`src/rtl/pseudo_spi_intf.sv`:
```
`timescale 1ns/1ps
// pseudo_spi_intf: streams DATA_LEN bytes from a synchronous 512x8 SRAM,
// starting at ADDR_BGN+1, as an LSB-first serial stream with two
// non-overlapping serial clocks (SCLK1 in SOUT, SCLK2 in LOOP) and a
// one-cycle byte latch strobe (LAT in RDY).
// Optional feature macro: PSEUDO_SPI_FREQ_DIV_EN adds a FREQ_DIV input that
// stretches every SOUT and LOOP state to FREQ_DIV+1 cycles.
// Handshake: BGN is a level enable; it must stay high for the whole transfer.
// Dropping BGN in any state other than IDLE aborts back to IDLE, and
// spi_is_done stays high in DONE until BGN is released.
module pseudo_spi_intf (
    input  logic       CLK,
    input  logic       RST,
    input  logic       BGN,
    input  logic [8:0] ADDR_BGN,
    input  logic [7:0] DATA_LEN,
    input  logic [7:0] PI,
`ifdef PSEUDO_SPI_FREQ_DIV_EN
    input  logic [7:0] FREQ_DIV,
`endif
    output logic       SCLK1,
    output logic       SCLK2,
    output logic       LAT,
    output logic       SPI_SO,
    output logic       CEN,
    output logic [8:0] A,
    output logic       D_WE,
    output logic       spi_is_done,
    output logic [2:0] o_spi_state
);

    typedef enum logic [2:0] {
        IDLE = 3'b000,
        ADDR = 3'b001,
        READ = 3'b011,
        SOUT = 3'b010,
        LOOP = 3'b110,
        RDY  = 3'b100,
        DONE = 3'b101
    } spi_state_t;

    spi_state_t spi_state;
    spi_state_t w_next_state;

    logic       r_cen;
    logic [8:0] r_addr;
    logic [7:0] r_byte_cnt;
    logic [7:0] r_shift;
    logic [2:0] r_bit_cnt;
    logic       r_read_wait;   // high in the second READ cycle
    logic       w_abort;
    logic       w_adv;         // SOUT/LOOP may advance this cycle

    assign w_abort = (spi_state != IDLE) && !BGN;

`ifdef PSEUDO_SPI_FREQ_DIV_EN
    logic [7:0] r_freq_div;
    logic [7:0] r_div_cnt;

    assign w_adv = (r_div_cnt == r_freq_div);

    // Divider: sample FREQ_DIV in IDLE, count cycles spent in SOUT/LOOP
    always_ff @(posedge CLK or posedge RST) begin
        if (RST) begin
            r_freq_div <= 8'd0;
            r_div_cnt  <= 8'd0;
        end else begin
            if (spi_state == IDLE)
                r_freq_div <= FREQ_DIV;
            if ((spi_state == SOUT || spi_state == LOOP) && !w_adv && !w_abort)
                r_div_cnt <= r_div_cnt + 8'd1;
            else
                r_div_cnt <= 8'd0;
        end
    end
`else
    assign w_adv = 1'b1;
`endif

    // State register
    always_ff @(posedge CLK or posedge RST) begin
        if (RST)
            spi_state <= IDLE;
        else
            spi_state <= w_next_state;
    end

    // Next-state decode; a dropped BGN overrides every other transition
    always_comb begin
        w_next_state = spi_state;
        if (w_abort) begin
            w_next_state = IDLE;
        end else begin
            case (spi_state)
                IDLE: if (BGN) w_next_state = (DATA_LEN == 8'd0) ? DONE : ADDR;
                ADDR: w_next_state = READ;
                READ: if (r_read_wait) w_next_state = SOUT;
                SOUT: if (w_adv) w_next_state = LOOP;
                LOOP: if (w_adv) w_next_state = (r_bit_cnt != 3'd7) ? SOUT : RDY;
                RDY:  w_next_state = (r_byte_cnt == 8'd1) ? DONE : ADDR;
                DONE: w_next_state = DONE;
                default: w_next_state = IDLE;
            endcase
        end
    end

    // Datapath: address, chip enable, byte/bit counters and shift register
    always_ff @(posedge CLK or posedge RST) begin
        if (RST) begin
            r_cen       <= 1'b1;
            r_addr      <= 9'd0;
            r_byte_cnt  <= 8'd0;
            r_shift     <= 8'd0;
            r_bit_cnt   <= 3'd0;
            r_read_wait <= 1'b0;
        end else begin
            r_read_wait <= (spi_state == READ) && !r_read_wait && !w_abort;
            if (w_abort) begin
                r_cen <= 1'b1;
            end else begin
                case (spi_state)
                    IDLE: begin
                        if (BGN) begin
                            r_addr     <= ADDR_BGN;
                            r_byte_cnt <= DATA_LEN;
                        end
                    end
                    ADDR: begin
                        r_addr <= r_addr + 9'd1;
                        r_cen  <= 1'b0;
                    end
                    READ: begin
                        // SRAM Q is valid in the second READ cycle
                        if (r_read_wait) begin
                            r_shift   <= PI;
                            r_bit_cnt <= 3'd0;
                            r_cen     <= 1'b1;
                        end
                    end
                    LOOP: begin
                        if (w_adv) begin
                            r_shift   <= {1'b0, r_shift[7:1]};
                            r_bit_cnt <= r_bit_cnt + 3'd1;
                        end
                    end
                    RDY: r_byte_cnt <= r_byte_cnt - 8'd1;
                    default: ;
                endcase
            end
        end
    end

    assign SCLK1       = (spi_state == SOUT);
    assign SCLK2       = (spi_state == LOOP);
    assign LAT         = (spi_state == RDY);
    assign spi_is_done = (spi_state == DONE);
    assign SPI_SO      = (spi_state == SOUT || spi_state == LOOP) && r_shift[0];
    assign CEN         = r_cen;
    assign A           = r_addr;
    assign D_WE        = 1'b1;
    assign o_spi_state = spi_state;

endmodule

```
`config.mk`:
```
export PLATFORM = sky130hd
export DESIGN_NAME = pseudo_spi_intf
export DESIGN_NICKNAME = d
export VERILOG_FILES = /design/src/rtl/pseudo_spi_intf.sv
export SDC_FILE = /design/constraint.sdc
export NUM_CORES = 1
export LEC_CHECK = 0
export CORE_UTILIZATION = 31
export CTS_CLUSTER_SIZE = 10
export DETAILED_ROUTE_END_ITERATION = 12
export MAX_ROUTING_LAYER = met4
export PLACE_DENSITY = 0.56
export RECOVER_POWER = 100
export SLEW_MARGIN = 0
export SYNTH_ARGS = -nofsm -noshare
export SYNTH_HDL_FRONTEND = slang
export SYNTH_SLANG_ARGS = --single-unit
```
`constraint.sdc`:
```
create_clock -name CLK -period 1.7 [get_ports CLK]
set_input_delay 0.34 -clock CLK [delete_from_list [all_inputs] [get_ports CLK]]
set_output_delay 0.34 -clock CLK [all_outputs]
set_load 0.05 [all_outputs]
```
==> results of run 1 <==
sequential cells by signal (all words and copies together), names as in the netlist:
name / cells
r_byte_cnt: 8
r_bit_cnt: 3
r_shift: 8
CEN: 1
r_read_wait: 1
o_spi_state: 3
A: 9
final cells by class:
class	instances	area, sq um	share of cell area
clock buffers	6	72.57	0.02611
clock inverters	2	10.01	0.003602
inverters	14	56.30	0.02026
multi-input cells	168	997.2	0.3588
flip-flops and latches	33	830.8	0.2990
well taps	75	93.84	0.03377
repair buffers	78	718.2	0.2584
synthesized netlist by cell type (2+ instances only):
library cell,instances
buf_2,4
nor2_1,22
o32ai_1,2
mux2i_1,3
nor3_1,7
and2_1,2
nand2b_1,6
o21ai_1,2
clkbuf_1,4
a41oi_1,2
inv_1,14
a21oi_1,15
ha_1,5
nand3_1,8
o22a_1,3
o21ai_0,15
buf_6,2
nor4_1,4
a31oi_1,11
nor3b_2,2
nor2b_1,4
o21a_1,2
dfrtp_1,32
o22ai_1,4
nand2_1,34
cells by family (layout without fill, tap and decap cells):
kind of cell | Yosys count | count (layout)
compound gates | 64 | 64
fa+ha+maj | 5 | 5
buf+inv | 25 | 100
flops | 33 | 33
mux | 3 | 3
other cells | 1 | 1
simple gates | 95 | 95
worst max-delay path by stage:
stage,endpoint,slack (ps),cells past startpoint
2_1_floorplan,r_byte_cnt[5],-30,5
3_3_place_gp,r_shift[0],20,7
3_5_place_dp,r_shift[2],-10,7
4_1_cts,LAT,-50,3
5_1_grt,SPI_SO,-60,4
6_report,LAT,-20,3
power breakdown:
| group | leakage, nW | internal, W | switching [W] |
|---|---|---|---|
| combinational | 0.769 | 0.000546 | 0.000819 |
| sequential | 0.384 | 0.00104 | 0.000235 |
| clock | 0.0450 | 0.000284 | 0.000301 |
| total | 1.20 | 0.00187 | 0.00136 |
routing by layer:
layer  wire, um  vias to the layer above
met5          0                        -
met1       2331                      860
li1           -                      945
met3        199                        6
met4         74                        0
met2       2111                       38
metrics by stage:
stage | TNS (ps) | instance area, sq um | utilization
after CTS | -53.51 | 2824 | 0.4770
after detailed placement | -16.17 | 2704 | 0.4567
after global placement | 0 | 2704 | 0.4567
final | -22.70 | 2779 | 0.4694
after global routing | -291.8 | 2779 | 0.4694
after floorplan | -40.73 | 1946 | -
repair_timing:
item,4_1_cts,5_1_grt
gates cloned,0,0
gates resized for setup,3,0
pin swaps,1,2
buffers inserted,4,2
endpoints found under the setup margin,4,5
==> results.sh, run 1 <==
export IMPL_outcome="complete, but fails checks"
export IMPL_violations="negative setup slack"
export IMPL_synth_edff_count=0
export IMPL_power_leakage_nw=1.197
export IMPL_grt_max_degree=34
export IMPL_fin_ws_ps=-22.70
export IMPL_synth_top_family_by_area="simple AND/OR/NAND/NOR gates"
export IMPL_synth_top_area_share=0.4208
export IMPL_num_nets_final=333
export IMPL_drt_first_pass_iters=4
export IMPL_final_cell_mix="nand2_1 (34), dfrtp_1 (29), clkdlybuf4s50_1 (26), buf_4 (26), nor2_1 (22)"
export IMPL_dpl_cell_count=362
export IMPL_ys_warn_count=0
export IMPL_path_cells="or3b_4 > clkinvlp_4 > buf_12"
export IMPL_path_clk_slew_ps=70
export IMPL_synthSimpleGateAreaFrac=0.2446
export IMPL_cp_num_buf_inv=2
export IMPL_fill_cells=555
export IMPL_top_usage_layer="met2"
export IMPL_synth_xor_area_share=0
export IMPL_reg2reg_to="r_byte_cnt[4]"
export IMPL_critPathRequiredTime_ps=1360
export IMPL_drv_cap=0
export IMPL_ff2ff_setup_slack_ps=120
export IMPL_fin_crit_sh=1.013
export IMPL_arrival_ps=1380
export IMPL_grt_pass1_wl_um=7935
export IMPL_setup_viol=1
export IMPL_grt_ovfl_total=0
export IMPL_synth_area_leaders="dfrtp_1 (42%), nand2_1 (6.7%), nor2_1 (4.3%), a21oi_1 (3.9%), o21ai_0 (3.9%)"
export IMPL_holdPathStages=1
export IMPL_via_count=1849
export IMPL_slew_headroom=0.4314
export IMPL_die_w_um=80.35
export IMPL_synthAdderAreaFrac=0.03287
export IMPL_antenna_cells=0
export IMPL_fmax_mhz=580.5
export IMPL_ir_drop_uv=454.3
export IMPL_fin_skew_ps=10.59
export IMPL_rsz0062_at_grt="yes"
export IMPL_grtUsageMet1=0.2179
export IMPL_synth_compound_area_frac=0.2084
export IMPL_holdBufCountCts=0
export IMPL_port_buffers=45
export IMPL_cts_path_max_buffers=2
export IMPL_finalWeightedCongestion=0.8063
export IMPL_cts_sink_count=33
export IMPL_hp_class="flop to flop"
export IMPL_drt_iter0_markers=86
export IMPL_cts_buffers=5
export IMPL_htreeDepth=2
export IMPL_area_growth_pct=46.02
export IMPL_worstMarginPinSlew_ps=852.9
export IMPL_syn_num_nets=259
export IMPL_synthArstFlopShare=1.000
export IMPL_hpwl_um=3455
export IMPL_vias_per_cell=4.918
export IMPL_ys_seq_elements=33
export IMPL_dieArea_sq_um=6456
export IMPL_cts_tree="done"
export IMPL_post_drt_wl_per_cell_um=12.54
export IMPL_worstSetupEndpointType="output port"
export IMPL_drive_gt1_frac=0.2159
export IMPL_min_delay_start="r_bit_cnt[0]"
export IMPL_slowest_delay_ps=430
export IMPL_drv_slew=0
export IMPL_path_max_fanout=4
export IMPL_stdcell_count=376
export IMPL_holdWs_ps=487.7
export IMPL_core_sq_um=5921
export IMPL_use_met3=0.03864
export IMPL_dp_slack_ps=-12.56
export IMPL_globalRouteTotalUtil=0.1652
export IMPL_ant_nets=0
export IMPL_synth_top_area_cell="dfrtp_1"
export IMPL_cpMaxStageDelayCell="dfrtp_2"
export IMPL_grt_pass1_vias=1687
export IMPL_r2r_start="o_spi_state[0]"
export IMPL_antenna_found_initial=0
export IMPL_ys_seq_area_frac=0.4346
export IMPL_placementRows=28
export IMPL_syn_area_sq_um=1903
export IMPL_synth_ff_type="dfrtp_1"
export IMPL_r2r_cells=5
export IMPL_use_met2=0.2466
export IMPL_total_power_w=0.003228
export IMPL_initial_core_util=0.3214
export IMPL_critPathTopFamily="flip-flops"
export IMPL_hold_viol=0
export IMPL_drt_wl_total_um=4716
export IMPL_synth_mux_area_frac=0.01578
export IMPL_die_h_um=80.35
export IMPL_insertion_delay_ps=290
export IMPL_cts_root_buf="clkbuf_8"
export IMPL_final_common_cell="nand2_1"
export IMPL_startpoint="o_spi_state[0]"
export IMPL_cp_start_kind="flop"
export IMPL_ios=47
export IMPL_period_needed_ps=1723
export IMPL_postSynthAreaPerCell_sq_um=8.421
export IMPL_power_density_nw_per_um2=1162
export IMPL_min_to="r_bit_cnt[0]"
export IMPL_ys_types=42
export IMPL_drc=0
export IMPL_syn_inst=226
export IMPL_critPathKind="flop to output port"
No activity file was read; power rests on OpenSTA's default activity.
==> inputs of run 2 (changes only) <==
==> constraint.sdc (replaced) <==
create_clock -name CLK -period 1.7 [get_ports CLK]
set_input_delay 0.51 -clock CLK [delete_from_list [all_inputs] [get_ports CLK]]
set_output_delay 0.51 -clock CLK [all_outputs]
set_load 0.05 [all_outputs]
==> results.sh, run 2 (synthesis results as in run 1) <==
export IMPL_slew_headroom=0.5307
export IMPL_outcome="complete, but fails checks"
export IMPL_fin_skew_ps=8.422
export IMPL_fin_crit_sh=1.102
export IMPL_final_common_cell="nand2_1"
export IMPL_grt_pass1_vias=1743
export IMPL_hpwl_um=3661
export IMPL_path_cells="or3b_4 > clkinvlp_4 > buf_12"
export IMPL_drc=0
export IMPL_antenna_found_initial=0
export IMPL_power_density_nw_per_um2=1157
export IMPL_cp_num_buf_inv=2
export IMPL_port_buffers=45
export IMPL_final_cell_mix="nand2_1 (33), dfrtp_1 (29), clkdlybuf4s50_1 (25)"
export IMPL_hp_class="flop to flop"
export IMPL_largest_reg_flops=9
export IMPL_finalWeightedCongestion=0.7946
export IMPL_period_needed_ps=1873
export IMPL_cts_buffers=5
export IMPL_fin_ws_ps=-173.2
export IMPL_slowest_delay_ps=430
export IMPL_fmax_mhz=533.8
export IMPL_htreeDepth=2
export IMPL_vias_per_cell=5.072
export IMPL_insertion_delay_ps=290
export IMPL_num_nets_final=331
export IMPL_cts_tree="done"
export IMPL_ios=47
export IMPL_die_w_um=80.35
export IMPL_setup_viol=7
export IMPL_cts_sink_count=33
export IMPL_violations="negative setup slack"
export IMPL_holdBufCountCts=0
export IMPL_drt_wl_total_um=4866
export IMPL_power_leakage_nw=1.223
export IMPL_drive_gt1_frac=0.2375
export IMPL_drv_cap=0
export IMPL_worstSetupEndpointType="output port"
export IMPL_area_growth_pct=47.21
export IMPL_core_sq_um=5921
export IMPL_cp_start_kind="flop"
export IMPL_path_max_fanout=4
export IMPL_total_power_w=0.003241
export IMPL_die_h_um=80.35
export IMPL_ant_nets=0
export IMPL_grt_pass1_wl_um=8155
export IMPL_fin_util=0.4732
export IMPL_path_clk_slew_ps=70
export IMPL_arrival_ps=1360
export IMPL_placementRows=28
export IMPL_drv_slew=0
export IMPL_drt_iter0_markers=63
export IMPL_globalRouteTotalUtil=0.1707
export IMPL_critPathKind="flop to output port"
export IMPL_dieArea_sq_um=6456
export IMPL_drt_first_pass_iters=4
export IMPL_critPathRequiredTime_ps=1190
export IMPL_hold_viol=0
export IMPL_cts_path_max_buffers=2
export IMPL_via_count=1897
export IMPL_ir_drop_uv=486.9
export IMPL_rsz0062_at_grt="yes"
export IMPL_initial_core_util=0.3214
export IMPL_grt_ovfl_total=0
export IMPL_critPathTopFamily="flip-flops"
export IMPL_grt_max_degree=18
export IMPL_cts_root_buf="clkbuf_8"
export IMPL_cpMaxStageDelayCell="dfrtp_2"
export IMPL_worstMarginPinSlew_ps=702.8
export IMPL_antenna_cells=0
export IMPL_post_drt_wl_per_cell_um=13.01
==> run 2: changes by cell type in the layout (fill, tap and decap cells not counted), moves of 2 or more <==
cell,previous run,this run
buf_4,26,22
clkbuf_1,9,3
clkbuf_2,7,12
o21ai_0,17,15
o21ai_1,0,2
==> run 2: path summary, 6_finish.rpt <==
kind | from | end | slack, ps | cells past startpoint
max | o_spi_state[1] | LAT | -170 | 3
min | r_bit_cnt[0] | r_bit_cnt[0] | 490 | 1
max reg2reg | o_spi_state[0] | r_byte_cnt[6] | 70 | 7
min reg2reg | r_bit_cnt[0] | r_bit_cnt[0] | 490 | 1
max in group asynchronous | RST | o_spi_state[2] | 140 | 3
min in group asynchronous | RST | A[7] | 550 | 2
==> run 2: timing repair <==
item,CTS,global route
setup buffers,5,1
pin swaps,2,1
setup endpoints to repair,5,6
gates resized for setup,6,1
==> run 2: per-stage QoR <==
stage | hold slack (ps) | setup slack (ps) | setup TNS, ps | instance area, sq um | cells
final | 492.1 | -173.2 | -675.3 | 2801 | 374
after global routing | 508.0 | -212.8 | -2726 | 2801 | 374
after CTS | 479.5 | -188.1 | -627.6 | 2965 | 373
after detailed placement | 493.0 | -165.2 | -2502 | 2830 | 360
after global placement | 474.1 | -137.8 | -2251 | 2830 | 360
after floorplan | 456.9 | -146.1 | -421.3 | 1968 | 226
==> run 2: cell type report <==
cell class	count	area (sq um)
well taps	75	93.84
repair buffers	76	726.9
clock inverters	2	10.01
inverters	14	56.30
multi-input cells	168	1011
clock buffers	6	72.57
fillers	590	3119
flip-flops and latches	33	830.8
==> run 2: routing by layer <==
metal,global-route usage,share of wire,vias to the layer above
met1,0.2110,0.46,896
li1,-,-,945
met3,0.03864,0.060,8
met2,0.2661,0.46,48
met4,0.07500,0.024,0
met5,-,0,-
==> run 2: report_power, final <==
group          internal, W  total [W]  leakage [nW]  switching [W]
Combinational     0.000548    0.00138         0.795       0.000828
Sequential         0.00104    0.00128         0.384       0.000237
Clock             0.000284   0.000584        0.0450       0.000301
Total              0.00188    0.00324          1.22        0.00137
